### config.mk
export PLATFORM = sky130hd
export DESIGN_NAME = sap_datapath
export DESIGN_NICKNAME = d
export VERILOG_FILES = /design/src/rtl/sap_datapath.sv
export SDC_FILE = /design/constraint.sdc
export NUM_CORES = 1
export LEC_CHECK = 0
export CAP_MARGIN = 0
export CORE_UTILIZATION = 30
export DETAILED_ROUTE_END_ITERATION = 16
export PLACE_DENSITY_LB_ADDON = 0.3
export SETUP_SLACK_MARGIN = 0.02
export SLEW_MARGIN = 10
export SYNTH_ARGS = -nofsm -noshare
export SYNTH_HDL_FRONTEND = slang
export SYNTH_SLANG_ARGS = --single-unit
### constraint.sdc
create_clock -name clk -period 2.8 [get_ports clk]
set_clock_uncertainty 0.1 [all_clocks]
set_input_delay 0.28 -clock clk [delete_from_list [all_inputs] [get_ports clk]]
set_output_delay 0.28 -clock clk [all_outputs]
set_load 0.01 [all_outputs]
### src/rtl/sap_datapath.sv
// sap_datapath: SAP-1 shared-bus datapath executing a 15-bit control word.
// Define SAP_ALU_FLAGS_EN to build the carry/zero flag registers.
module sap_datapath #(
   parameter int DATA_W = 8,
   parameter int ADDR_W = 4
) (
   input  logic              clk,
   input  logic              rst_n,
   input  logic [14:0]       ctrl,
   input  logic              prog_we,
   input  logic [ADDR_W-1:0] prog_addr,
   input  logic [DATA_W-1:0] prog_data,
   output logic [3:0]        opcode,
   output logic [DATA_W-1:0] out_reg,
   output logic [DATA_W-1:0] bus_dbg,
   output logic              bus_conflict,
   output logic              carry_flag,
   output logic              zero_flag
);
   localparam int DEPTH = 1 << ADDR_W;

   logic c_p, e_p, l_p, l_ma, l_md, e_ce, l_r;
   logic l_i, e_i, l_a, e_a, s_u, e_u, l_b, l_o;

   assign c_p  = ctrl[14];
   assign e_p  = ctrl[13];
   assign l_p  = ctrl[12];
   assign l_ma = ~ctrl[11];
   assign l_md = ~ctrl[10];
   assign e_ce = ~ctrl[9];
   assign l_r  = ~ctrl[8];
   assign l_i  = ~ctrl[7];
   assign e_i  = ~ctrl[6];
   assign l_a  = ~ctrl[5];
   assign e_a  = ctrl[4];
   assign s_u  = ctrl[3];
   assign e_u  = ctrl[2];
   assign l_b  = ~ctrl[1];
   assign l_o  = ~ctrl[0];

   logic [ADDR_W-1:0] pc, mar;
   logic [DATA_W-1:0] mdr, ir, a_reg, b_reg;
   logic [DATA_W-1:0] bus, alu, ram_rd;
   logic [DATA_W:0]   alu_full;
   logic [DATA_W-1:0] ram [DEPTH];
   logic              alu_sel, multi_src;

   assign ram_rd  = ram[mar];
   assign opcode  = ir[DATA_W-1 -: 4];
   assign bus_dbg = bus;

   // ALU with one extra MSB: add carry-out, or sub borrow
   always_comb begin
      if (s_u)
         alu_full = {1'b0, a_reg} - {1'b0, b_reg};
      else
         alu_full = {1'b0, a_reg} + {1'b0, b_reg};
   end

   assign alu = alu_full[DATA_W-1:0];

   // Bus mux: highest-priority enabled source drives the bus
   always_comb begin
      bus     = '0;
      alu_sel = 1'b0;
      if (e_ce)
         bus = ram_rd;
      else if (e_i)
         bus = {{(DATA_W-ADDR_W){1'b0}}, ir[ADDR_W-1:0]};
      else if (e_p)
         bus = {{(DATA_W-ADDR_W){1'b0}}, pc};
      else if (e_a)
         bus = a_reg;
      else if (e_u) begin
         bus     = alu;
         alu_sel = 1'b1;
      end
   end

   assign multi_src = ($countones({e_ce, e_i, e_p, e_a, e_u}) > 1);

   // RAM write port; program load takes precedence over ~L_R
   always_ff @(posedge clk) begin
      if (prog_we)
         ram[prog_addr] <= prog_data;
      else if (l_r)
         ram[mar] <= mdr;
   end

   // Register file loads, all sampling the same pre-edge bus value
   always_ff @(posedge clk or negedge rst_n) begin
      if (!rst_n) begin
         pc           <= '0;
         mar          <= '0;
         mdr          <= '0;
         ir           <= '0;
         a_reg        <= '0;
         b_reg        <= '0;
         out_reg      <= '0;
         bus_conflict <= 1'b0;
      end else begin
         if (l_p)
            pc <= bus[ADDR_W-1:0];
         else if (c_p)
            pc <= pc + ADDR_W'(1);
         if (l_ma) mar     <= bus[ADDR_W-1:0];
         if (l_md) mdr     <= bus;
         if (l_i)  ir      <= bus;
         if (l_a)  a_reg   <= bus;
         if (l_b)  b_reg   <= bus;
         if (l_o)  out_reg <= bus;
         if (multi_src)
            bus_conflict <= 1'b1;
      end
   end

`ifdef SAP_ALU_FLAGS_EN
   // Flags update only when the ALU result is written back into A
   always_ff @(posedge clk or negedge rst_n) begin
      if (!rst_n) begin
         carry_flag <= 1'b0;
         zero_flag  <= 1'b0;
      end else if (l_a && alu_sel) begin
         carry_flag <= s_u ? ~alu_full[DATA_W] : alu_full[DATA_W];
         zero_flag  <= (alu == '0);
      end
   end
`else
   logic unused_carry;
   assign unused_carry = alu_full[DATA_W];
   assign carry_flag   = 1'b0;
   assign zero_flag    = 1'b0;
`endif

endmodule

# == After elaboration in Yosys (flattened, before gate mapping) ==
# Memory sizes are Yosys's and may differ from the RTL's.
# Index checks and enable logic that the tools add are counted.
# word_totals
regBits,49
latch_bits,0
ramBits,128
rom_bits,0
in_bits,30
output_inout_bits,23
elab_cells,37
n_memories,1
# op_classes
addsub,7
n_mul,0
div,0
order_cmp,1
eq_ne,0
shift,0
muxes,16
bitwise_logic,2
n_reduce_logical,2
# memory_table
memory,depth,width,rd,rd_ports_with_merged_regs,wr,line,rtl
ram,16,8,1,0,1,45,logic [DATA_W-1:0] ram [DEPTH];
# op_table
op,n
$mux 8,7
$mux 4,3
$add 8x8->8,1
$reduce_or 8->1,1
$sub 8x8->8,1
$mux 1,6
$add 1x1->2,2
$add 3x1->4,1
$add 4x1->4 const B,1
$gt 4x1->1 const B,1
$add 2x2->3,1
$not 1->1,2
$reduce_bool 2->1,1

# == Depth between registers and ports, before layout ==
# logic_depth
word_depth,8
ltp_mapped,11
mapped_depth_nobuf,11

# == Least setup slack after synthesis ==
# OpenSTA, ideal clock, no wires.
# synth_path
path_type,reg-to-reg
from,register b_reg[0]
to,register a_reg[6]
setup_time_ns,0.068
t_arrival_ns,2.517
t_required_ns,2.632
slack_ns,0.115
stages_incl_launch_ff,11
path_buffers,0
synth_period_minus_slack_ns,2.685
cell_sequence,dfrtp_1 inv_1 ha_1 mux2i_1 fa_1 a21oi_1 o21ai_0 a21oi_1 xor2_1 o311ai_1 mux2_2
# synth_between
elab_chain_len,7
elab_cells_between_ends,8
cone_classes,add/sub (2); mux (6)
# synth_lines
item,line,rtl
from (decl),42,"logic [DATA_W-1:0] mdr, ir, a_reg, b_reg;"
from (signal assigned),110,if (l_b) b_reg <= bus;
$add 8x8->8 / $sub 8x8->8 (equally long branches),"57, 55",
$mux 8 *,54,if (s_u)
$mux 8 *,74,else if (e_u) begin
$mux 8 *,72,else if (e_a)
$mux 8 *,70,else if (e_p)
$mux 8 *,68,else if (e_i)
$mux 8 *,66,if (e_ce)
net bus_dbg[6],15,"output logic [DATA_W-1:0] bus_dbg,"
to (signal assigned),109,if (l_a) a_reg <= bus;
to (decl),42,
# The timed path passes the listed nets; every way through them passes the cells marked *.
# A chain may end at the register's enable or synchronous reset.

# == Worst setup path in the final report ==
# layout_path
from,register b_reg[0]
to,output port bus_dbg[4]
# layout_between
elab_chain_len,7
elab_cells_between_ends,8
cone_classes,add/sub (2); mux (6)
# layout_lines
item,line
$add 8x8->8 / $sub 8x8->8 (equally long branches),"57, 55"
$mux 8 *,54
$mux 8 *,74
$mux 8 *,72
$mux 8 *,70
$mux 8 *,68
$mux 8 *,66
to (decl),15
# Every way passes the cells marked *; elsewhere a longest branch is shown, timed or not.

==> impl_metrics.py <==
metrics = {
    "worst_setup_path": {
        "r2r_end": "b_reg[4]$_DFFE_PN0N_",
        "reg2reg_depth": 13,
        "cp-end-kind": "output port",
        "startpoint": "b_reg[0]$_DFFE_PN0N_",
        "cp.required_ns": 2.42,
        "r2r_slack_ns": 0.13,
        "r2r_start": "b_reg[0]$_DFFE_PN0N_",
        "path_class": "reg2out",
        "startpoint_type": "register",
        "crit_fanout": 3,
        "worstPathArrival_ns": 2.64,
    },
    "run_status": {
        "violations": "setup timing",
        "status": "finished with violations",
    },
    "synth": {
        "synth_edf_count": 128,
        "yosys_warnings": 0,
        "netlist_area_sq_mm": 0.00774,
        "syn_avg_cell_area_sq_um": 14.1,
        "synth_cells": 550,
        "synth_area_leader_cell": "edfxtp_1",
        "synth_top_area_share_pct": 49.7,
        "ys_seq_elements": 177,
        "seq_area_frac_synth_pct": 65.5,
        "ys_async_sr_fraction_pct": 27.7,
        "yosysUniqueCellTypes": 46,
        "synth_area_leaders": "edfxtp_1 50%, dfrtp_1 16%, mux4_2 6.1%",
        "synth_flop_cell": "edfxtp_1",
    },
    "power": {
        "powerDensity_mw_per_mm2": 904,
        "total_power_mw": 8.97,
        "worst_ir_drop_vdd_v": 0.000494,
        "power.leakage_nw": 3.72,
    },
    "clock_tree": {
        "path_clk_slew_ns": 0.07,
        "numClockSinks": 177,
        "numCtsBuffers": 17,
        "cts_tree": "yes",
        "clk_latency_ns": 0.43,
        "htreeDepth": 4,
        "cts_buffer_depth": 2,
        "cts_root_buf": "clkbuf_16",
    },
    "route": {
        "wl_met1_mm": 8.18,
        "top_layer": "met4",
        "routed_via_density": 4.82,
        "route.met2.wl_mm": 9.12,
        "drcViolationCount": 0,
        "dr.pass1.iters": 5,
        "drt_iter0_drc": 320,
        "antenna_left": 0,
        "routedWlPerCell_um": 18.0,
        "wl_met3_um": 883,
        "drt-total-wl_mm": 18.4,
        "vias": 4917,
    },
    "place": {
        "placed_area_sq_mm": 0.00910,
        "dp_hpwl_mm": 13.3,
        "numPortBuffers": 50,
        "place.gp.congestion": 0.874,
    },
    "cells_and_area": {
        "layout_common_cells": "128 x edfxtp_1, 79 x buf_4, 51 x nand2_1",
        "nets": 719,
        "utilization_pct": 39.3,
        "largest_reg_flops": 128,
        "final_common_cell": "edfxtp_1",
        "syn_to_final_growth_pct": 28.2,
        "fin_area_sq_mm": 0.00992,
        "largest-register": "ram",
        "drive_gt1_share_pct": 29.0,
        "num_antenna_cells": 0,
    },
    "global_routing": {
        "grt_pass1_wl_mm": 29.0,
        "globalRoute.totalOverflow": 0,
        "grt_max_degree": 27,
        "grt_pass1_vias": 5180,
        "antenna_found_initial": 0,
        "grt_util_all_layers_pct": 14.8,
    },
    "floorplanning": {
        "core_area_sq_mm": 0.0253,
        "num_rows": 58,
        "io_pins": 53,
        "start_util_pct": 30.7,
        "fp.dieW_um": 163,
        "die_h_um": 163,
        "dieArea_sq_mm": 0.0265,
    },
    "sta": {
        "setup_violations": 7,
        "fin_crit_sh_pct": 108,
        "final_max_slew_viol_count": 0,
        "relSlewSlack_pct": 29.0,
        "timing.hold.ws_ns": 0.309,
        "hold_viol_final": 0,
        "rsz0062_at_grt": "true",
        "fmax_mhz": 332,
        "fin_crit_ns": 3.02,
        "worst_slew_pin_slew_ns": 1.06,
        "layout_setup_ws_ns": -0.216,
    },
    "run": {
        "max_cap_viol_count": 0,
    },
    "hold_path": {
        "holdCritPathClass": "in2async",
    },
}
==> metal layers <==
layer  vias to the layer above  global-route usage, %
met3                        15                   3.82
met1                      2475                   19.0
met5                         -                      0
met2                       123                   24.6
met4                         0                   4.21
li1                       2304                      -
==> synth_stat cells (2+ instances only) <==
| library cell | instances |
|---|---|
| edfxtp_1 | 128 |
| nand2_1 | 54 |
| dfrtp_1 | 49 |
| nor2_1 | 41 |
| o21ai_0 | 28 |
| mux2i_1 | 26 |
| mux4_2 | 21 |
| inv_1 | 20 |
| mux2_2 | 20 |
| a21oi_1 | 18 |
| nand3_1 | 14 |
| a22oi_1 | 13 |
| clkbuf_1 | 12 |
| ha_1 | 10 |
| xnor2_1 | 10 |
| a31oi_1 | 9 |
| buf_2 | 7 |
| buf_4 | 7 |
| nand2b_1 | 6 |
| o21ai_1 | 6 |
| o31ai_1 | 6 |
| nor2b_1 | 5 |
| nor3_1 | 4 |
| xor2_1 | 4 |
| a211oi_1 | 3 |
| a32oi_1 | 3 |
| mux2_1 | 3 |
| buf_1 | 2 |
| fa_1 | 2 |
| nor3b_1 | 2 |
| o21ai_2 | 2 |
==> worst max path at each step <==
stage,to,cells past startpoint
floorplan,a_reg[6]$_DFFE_PN0N_,10
global placement,bus_dbg[7],11
detailed placement,bus_dbg[6],9
CTS,bus_dbg[6],11
global route,bus_dbg[7],12
finish,bus_dbg[4],12
==> stage by stage <==
step / TNS, ns / instances / setup WS (ns)
after global placement: -5.67 / 978 / -0.542
after global routing: -2.30 / 1020 / -0.430
after detailed placement: -9.71 / 978 / -0.629
after CTS: -1.35 / 1017 / -0.283
after floorplan: 0 / 551 / 0.115
final: -1.24 / 1020 / -0.216
==> where the power goes <==
group	internal, mW	switching, mW	total (mW)
sequential	3.21	0.216	3.42
combinational	1.54	1.53	3.07
clock	1.49	0.981	2.48
total	6.24	2.73	8.97
==> repair_timing <==
action,4_1_cts,5_1_grt
gates resized for setup,63,19
setup buffers,6,6
pin swaps,29,13
endpoints found under the hold margin,24,0
setup endpoints to repair,13,23
hold buffers,1,0
==> cell type report <==
type / instances / area [sq um]
Clock inverter: 13 / 184
Inverter: 20 / 75.1
Fill cell: 2344 / 15300
Timing Repair Buffer: 135 / 1140
Clock buffer: 19 / 433
Sequential cell: 177 / 5070
Multi-Input combinational cell: 326 / 2610
Tap cell: 330 / 413
==> critical path, cell delays in order (launching register included) <==
cell	delay, ns
dfrtp_1	0.39
inv_2	0.06
ha_4	0.26
mux2i_2	0.07
buf_4	0.15
fa_2	0.34
a21oi_2	0.18
buf_4	0.13
o21bai_1	0.06
xor2_1	0.14
a31oi_1	0.20
o21ai_2	0.09
buf_2	0.14
==> logic make-up after synthesis <==
logic type | share of synthesized area, %
multiplexers | 12.8
flip-flops | 65.5
XOR/XNOR | 1.58
AND/OR/NAND/NOR | 7.35
AO/OA/AOI/OAI | 7.79
other | 0.0484
buffers and inverters | 2.78
adder cells (fa/ha/maj) | 2.13
Power figures use the tool's default switching activity.
==> patch 1: new RTL, same flow settings <==
Change the parameter `DATA_W` from 8 to 6.
--- a/src/rtl/sap_datapath.sv
+++ b/src/rtl/sap_datapath.sv
@@ -1,7 +1,7 @@
 // sap_datapath: SAP-1 shared-bus datapath executing a 15-bit control word.
 // Define SAP_ALU_FLAGS_EN to build the carry/zero flag registers.
 module sap_datapath #(
-   parameter int DATA_W = 8,
+   parameter int DATA_W = 6,
    parameter int ADDR_W = 4
 ) (
    input  logic              clk,
Ports: changed (resized bus_dbg, out_reg and prog_data); port bits go from 53 to 47. The function was not compared with the original's and may differ.
==> patch 1 against the unedited design <==
The run still ends with negative setup slack left; critical path type unchanged; sequential cell count shrank 42; synthesized area decreased by 23%; cell area decreased by 20%; total power decreased by 16%; worst setup slack got worse by 0.079 ns; critical path depth down 1; wire length decreased by 20%.
==> patch 1: results <==
[status]
status = finished, violations left
violations = negative setup slack

[placed_design]
place.gp.congestion = 0.879
postPlaceCellArea_um2 = 7020
dpl_worst_slack_ns = -0.442
portBuffers = 44
hpwlAfterDp_um = 9700

[cells_and_area]
antenna_cells = 0
largest_reg_flops = 96
final_nets = 565
drive_gt1_share_pct = 32.2
fill_cells = 1817

[setup_path]
r2r-end = ir[5]
cp-endpoint = bus_dbg[5]
rr_worst_depth = 12
r2r_slack_ns = 0.19
path_max_fanout = 3
reg2reg_from = b_reg[1]
cp_data_arrival_time_ns = 2.71

[clock_tree]
clkLatencyLatePin_ns = 0.42
clk_pin_slew_ns = 0.06
htreeDepth = 4
cts_buffer_depth = 2
ctsRootBufferMaster = clkbuf_16

[timing]
relSlewSlack_pct = 39.9
finalSetupViolCount = 5
fin_tns_setup_ns = -1.02
worst_slack_ns = -0.295

[pwr]
power_leakage_uw = 0.00298
peakVddDrop_mv = 0.496

[global_routing]
grt_max_degree = 40
grt_pass1_vias = 4074
track_usage_pct = 15.2
antenna_found_initial = 0
grt_pass1_wl_um = 22700

[route]
wl_per_cell_um = 18.4
drt_iter0_markers = 271
drtPass1Iterations = 4
via_per_inst = 4.76

[synth]
synth_compound_area_share_pct = 7.48
synth_xor_area_share_pct = 1.61
synth-edff-count = 96
seq_area_frac_synth_pct = 64.4
synth.distinct_cells = 48
synth_top_area_share_pct = 48.1
async_flop_share_pct = 28.9
synth_commonest_cells = edfxtp_1 (96), nand2_1 (54), dfrtp_1 (39), nor2_1 (31), o21ai_0 (24)
synthMuxAreaShare_pct = 12.7
synth.area.top_cells = edfxtp_1 (48%), dfrtp_1 (16%), mux4_2 (8.3%)
synthAdderAreaFrac_pct = 2.34

[min_path]
hp-class = reg2reg
==> patch 1: layer usage <==
metal / up-vias / GRT usage [%] / routed length, um
met5: - / 0 / 0
met4: 0 / 4.98 / 146
met3: 12 / 3.33 / 934
met2: 104 / 24.6 / 7300
met1: 1924 / 20.4 / 6400
li1: 1789 / - / -
==> patch 1: timing repair <==
| item | 4_1_cts | 5_1_grt |
|---|---|---|
| gates resized for setup | 43 | 22 |
| endpoints found under the hold margin | 39 | 0 |
| pin swaps | 23 | 20 |
| buffers inserted | 7 | 7 |
| endpoints found under the setup margin | 6 | 8 |
| hold buffers | 1 | 0 |
| cloned | 1 | 1 |
==> patch 1: logic make-up after synthesis <==
| logic type | Yosys count |
|---|---|
| fa+ha+maj | 10 |
| xor+xnor | 11 |
| mux | 46 |
| buf+inv | 38 |
| other cells | 1 |
| compound gates | 68 |
| simple gates | 113 |
| flops | 135 |
==> patch 1: through the flow <==
stage / util, % / cells
2_1_floorplan: - / 423
3_3_place_gp: 36.0 / 757
3_5_place_dp: 36.0 / 757
4_1_cts: 39.8 / 797
5_1_grt: 40.9 / 805
6_report: 40.9 / 805
==> patch 1: worst min-delay path by stage <==
stage	to	slack (ns)	depth (start not counted)	startpoint
global placement	bus_conflict	0.36	1	rst_n
CTS	bus_conflict	0.39	1	bus_conflict
finish	out_reg[2]	0.39	2	out_reg[2]
floorplan	a_reg[0]	-0.12	0	rst_n
detailed placement	mdr[3]	0.36	2	mdr[3]
global route	bus_conflict	0.41	1	bus_conflict
==> patch 1: critical path: stages, from the launching register on <==
cell and delay, ns:
dfrtp_1 0.42, buf_6 0.14, nor3_4 0.18, nor2_2 0.07, xnor2_2 0.16, ha_4 0.28
o21ai_2 0.06, a21oi_2 0.22, o22ai_4 0.12, xnor2_2 0.15, o311ai_2 0.29, buf_2 0.19
==> patch 1: layout make-up <==
cell class / instances / area share (%)
well taps: 265 / 4.15
multi-input cells: 250 / 26.6
inverters: 14 / 0.658
flip-flops and latches: 135 / 48.3
clock inverters: 15 / 2.41
repair buffers: 109 / 12.5
clock buffers: 17 / 5.33
==> patch 1: where the power goes <==
part	total (uW)	switching [uW]	internal [uW]
clock network	2320	894	1420
logic	2580	1240	1340
registers	2630	175	2450
total	7520	2310	5210
==> patch 2: new RTL, same flow settings <==
Made on the original files. Add an input register stage for `prog_we`, `prog_addr` and `prog_data`, with the module's reset; this delays them by one clock. The other inputs are not delayed to match.
--- a/src/rtl/sap_datapath.sv
+++ b/src/rtl/sap_datapath.sv
@@ -18,6 +18,22 @@
    output logic              zero_flag
 );
    localparam int DEPTH = 1 << ADDR_W;
+
+   logic prog_we_q;
+   logic [ADDR_W-1:0] prog_addr_q;
+   logic [DATA_W-1:0] prog_data_q;
+
+   always_ff @(posedge clk or negedge rst_n) begin
+      if (!rst_n) begin
+         prog_we_q   <= '0;
+         prog_addr_q <= '0;
+         prog_data_q <= '0;
+      end else begin
+         prog_we_q   <= prog_we;
+         prog_addr_q <= prog_addr;
+         prog_data_q <= prog_data;
+      end
+   end
 
    logic c_p, e_p, l_p, l_ma, l_md, e_ce, l_r;
    logic l_i, e_i, l_a, e_a, s_u, e_u, l_b, l_o;
@@ -81,8 +97,8 @@
 
    // RAM write port; program load takes precedence over ~L_R
    always_ff @(posedge clk) begin
-      if (prog_we)
-         ram[prog_addr] <= prog_data;
+      if (prog_we_q)
+         ram[prog_addr_q] <= prog_data_q;
       else if (l_r)
          ram[mar] <= mdr;
    end
Check against the original RTL: not equivalent (a bounded check fails within 4 cycles, from zero or initial values and one cycle with rst_n low).
==> patch 2 against the unedited design <==
The flow still finishes with violations (negative setup slack); register-to-register slack worse by 0.11 ns; cell area rose by 5.5%; worst setup slack got worse by 0.13 ns; non-clock buffer count fell by 13; sequential share of layout area increased by 0.40 points; wire length increased by 9.6%; sequential cell count is 13 higher; synthesized area grew 7.3%; total power is 12% higher; critical path type unchanged.
==> patch 2: results <==
[pwr]
p_int_uw = 6760
powerSeq_uw = 3710
combinationalPowerShare_pct = 38.3
powerDensity_nw_per_um2 = 957
power_leakage_uw = 0.00394
peakVddDrop_mv = 0.453

[global_routing]
grt_pass1_vias = 5291
grtUsageMet1_pct = 18.8
track_usage_pct = 14.6
grt_max_degree = 38
use_met3_pct = 2.59
grt_pass1_wl_um = 30800

[status]
violations = negative setup slack
status = finished, violations left

[setup_path]
crit_start = b_reg[3]
r2r_slack_ns = 0.02
r2r-end = out_reg[5]
cp_data_arrival_time_ns = 2.77

[min_path]
hp-class = in2reg

[placed_design]
hpwlAfterDp_um = 14400
dp_cells = 1007
dpl_worst_slack_ns = -0.704
postPlaceCellArea_um2 = 9520

[timing]
worst_slack_ns = -0.346
fin_tns_setup_ns = -1.72
finalSetupViolCount = 7

[route]
wl_per_cell_um = 19.2
via_per_inst = 4.95
dr_wl_met3_um = 531
drtPass1Iterations = 4
drt_iter0_markers = 391
wl_met1_um = 8990

[cells_and_area]
final_nets = 738
drive_gt1_share_pct = 28.3

[synth]
async_flop_share_pct = 32.6
synth_commonest_cells = edfxtp_1 (128), dfrtp_1 (62), nand2_1 (51), nor2_1 (38), mux2i_1 (31)
synth.distinct_cells = 59
seq_area_frac_synth_pct = 64.9

[clock_tree]
cts_resized = 82
==> patch 2: cells by family (layout without fill, tap and decap cells) <==
group,Yosys count,in the layout,synth area share [%]
AO/OA/AOI/OAI,107,107,8.72
XOR/XNOR,11,11,1.16
adder cells (fa/ha/maj),12,12,1.99
buffers and inverters,56,181,3.65
flip-flops,190,190,64.9
multiplexers,73,73,12.1
other,1,2,0.0451
AND/OR/NAND/NOR,133,133,7.35
==> patch 2: critical path: cells and delay by family (launching register included) <==
family                     cells  cell delay [ns]
AOI/OAI and AO/OA              4             0.78
and+or+nand+nor                2             0.32
DFF                            1             0.39
buffers and inverters          2             0.21
adders and majority gates      1             0.35
xor gates and xnor gates       2             0.29
==> patch 2: area by class of cell <==
class,instances,area [um^2]
Timing Repair Buffer,122,1090
Clock buffer,24,527
Clock inverter,8,88.8
Multi-Input combinational cell,338,2840
Fill cell,2510,16600
Inverter,27,101
Sequential cell,190,5400
Tap cell,341,427
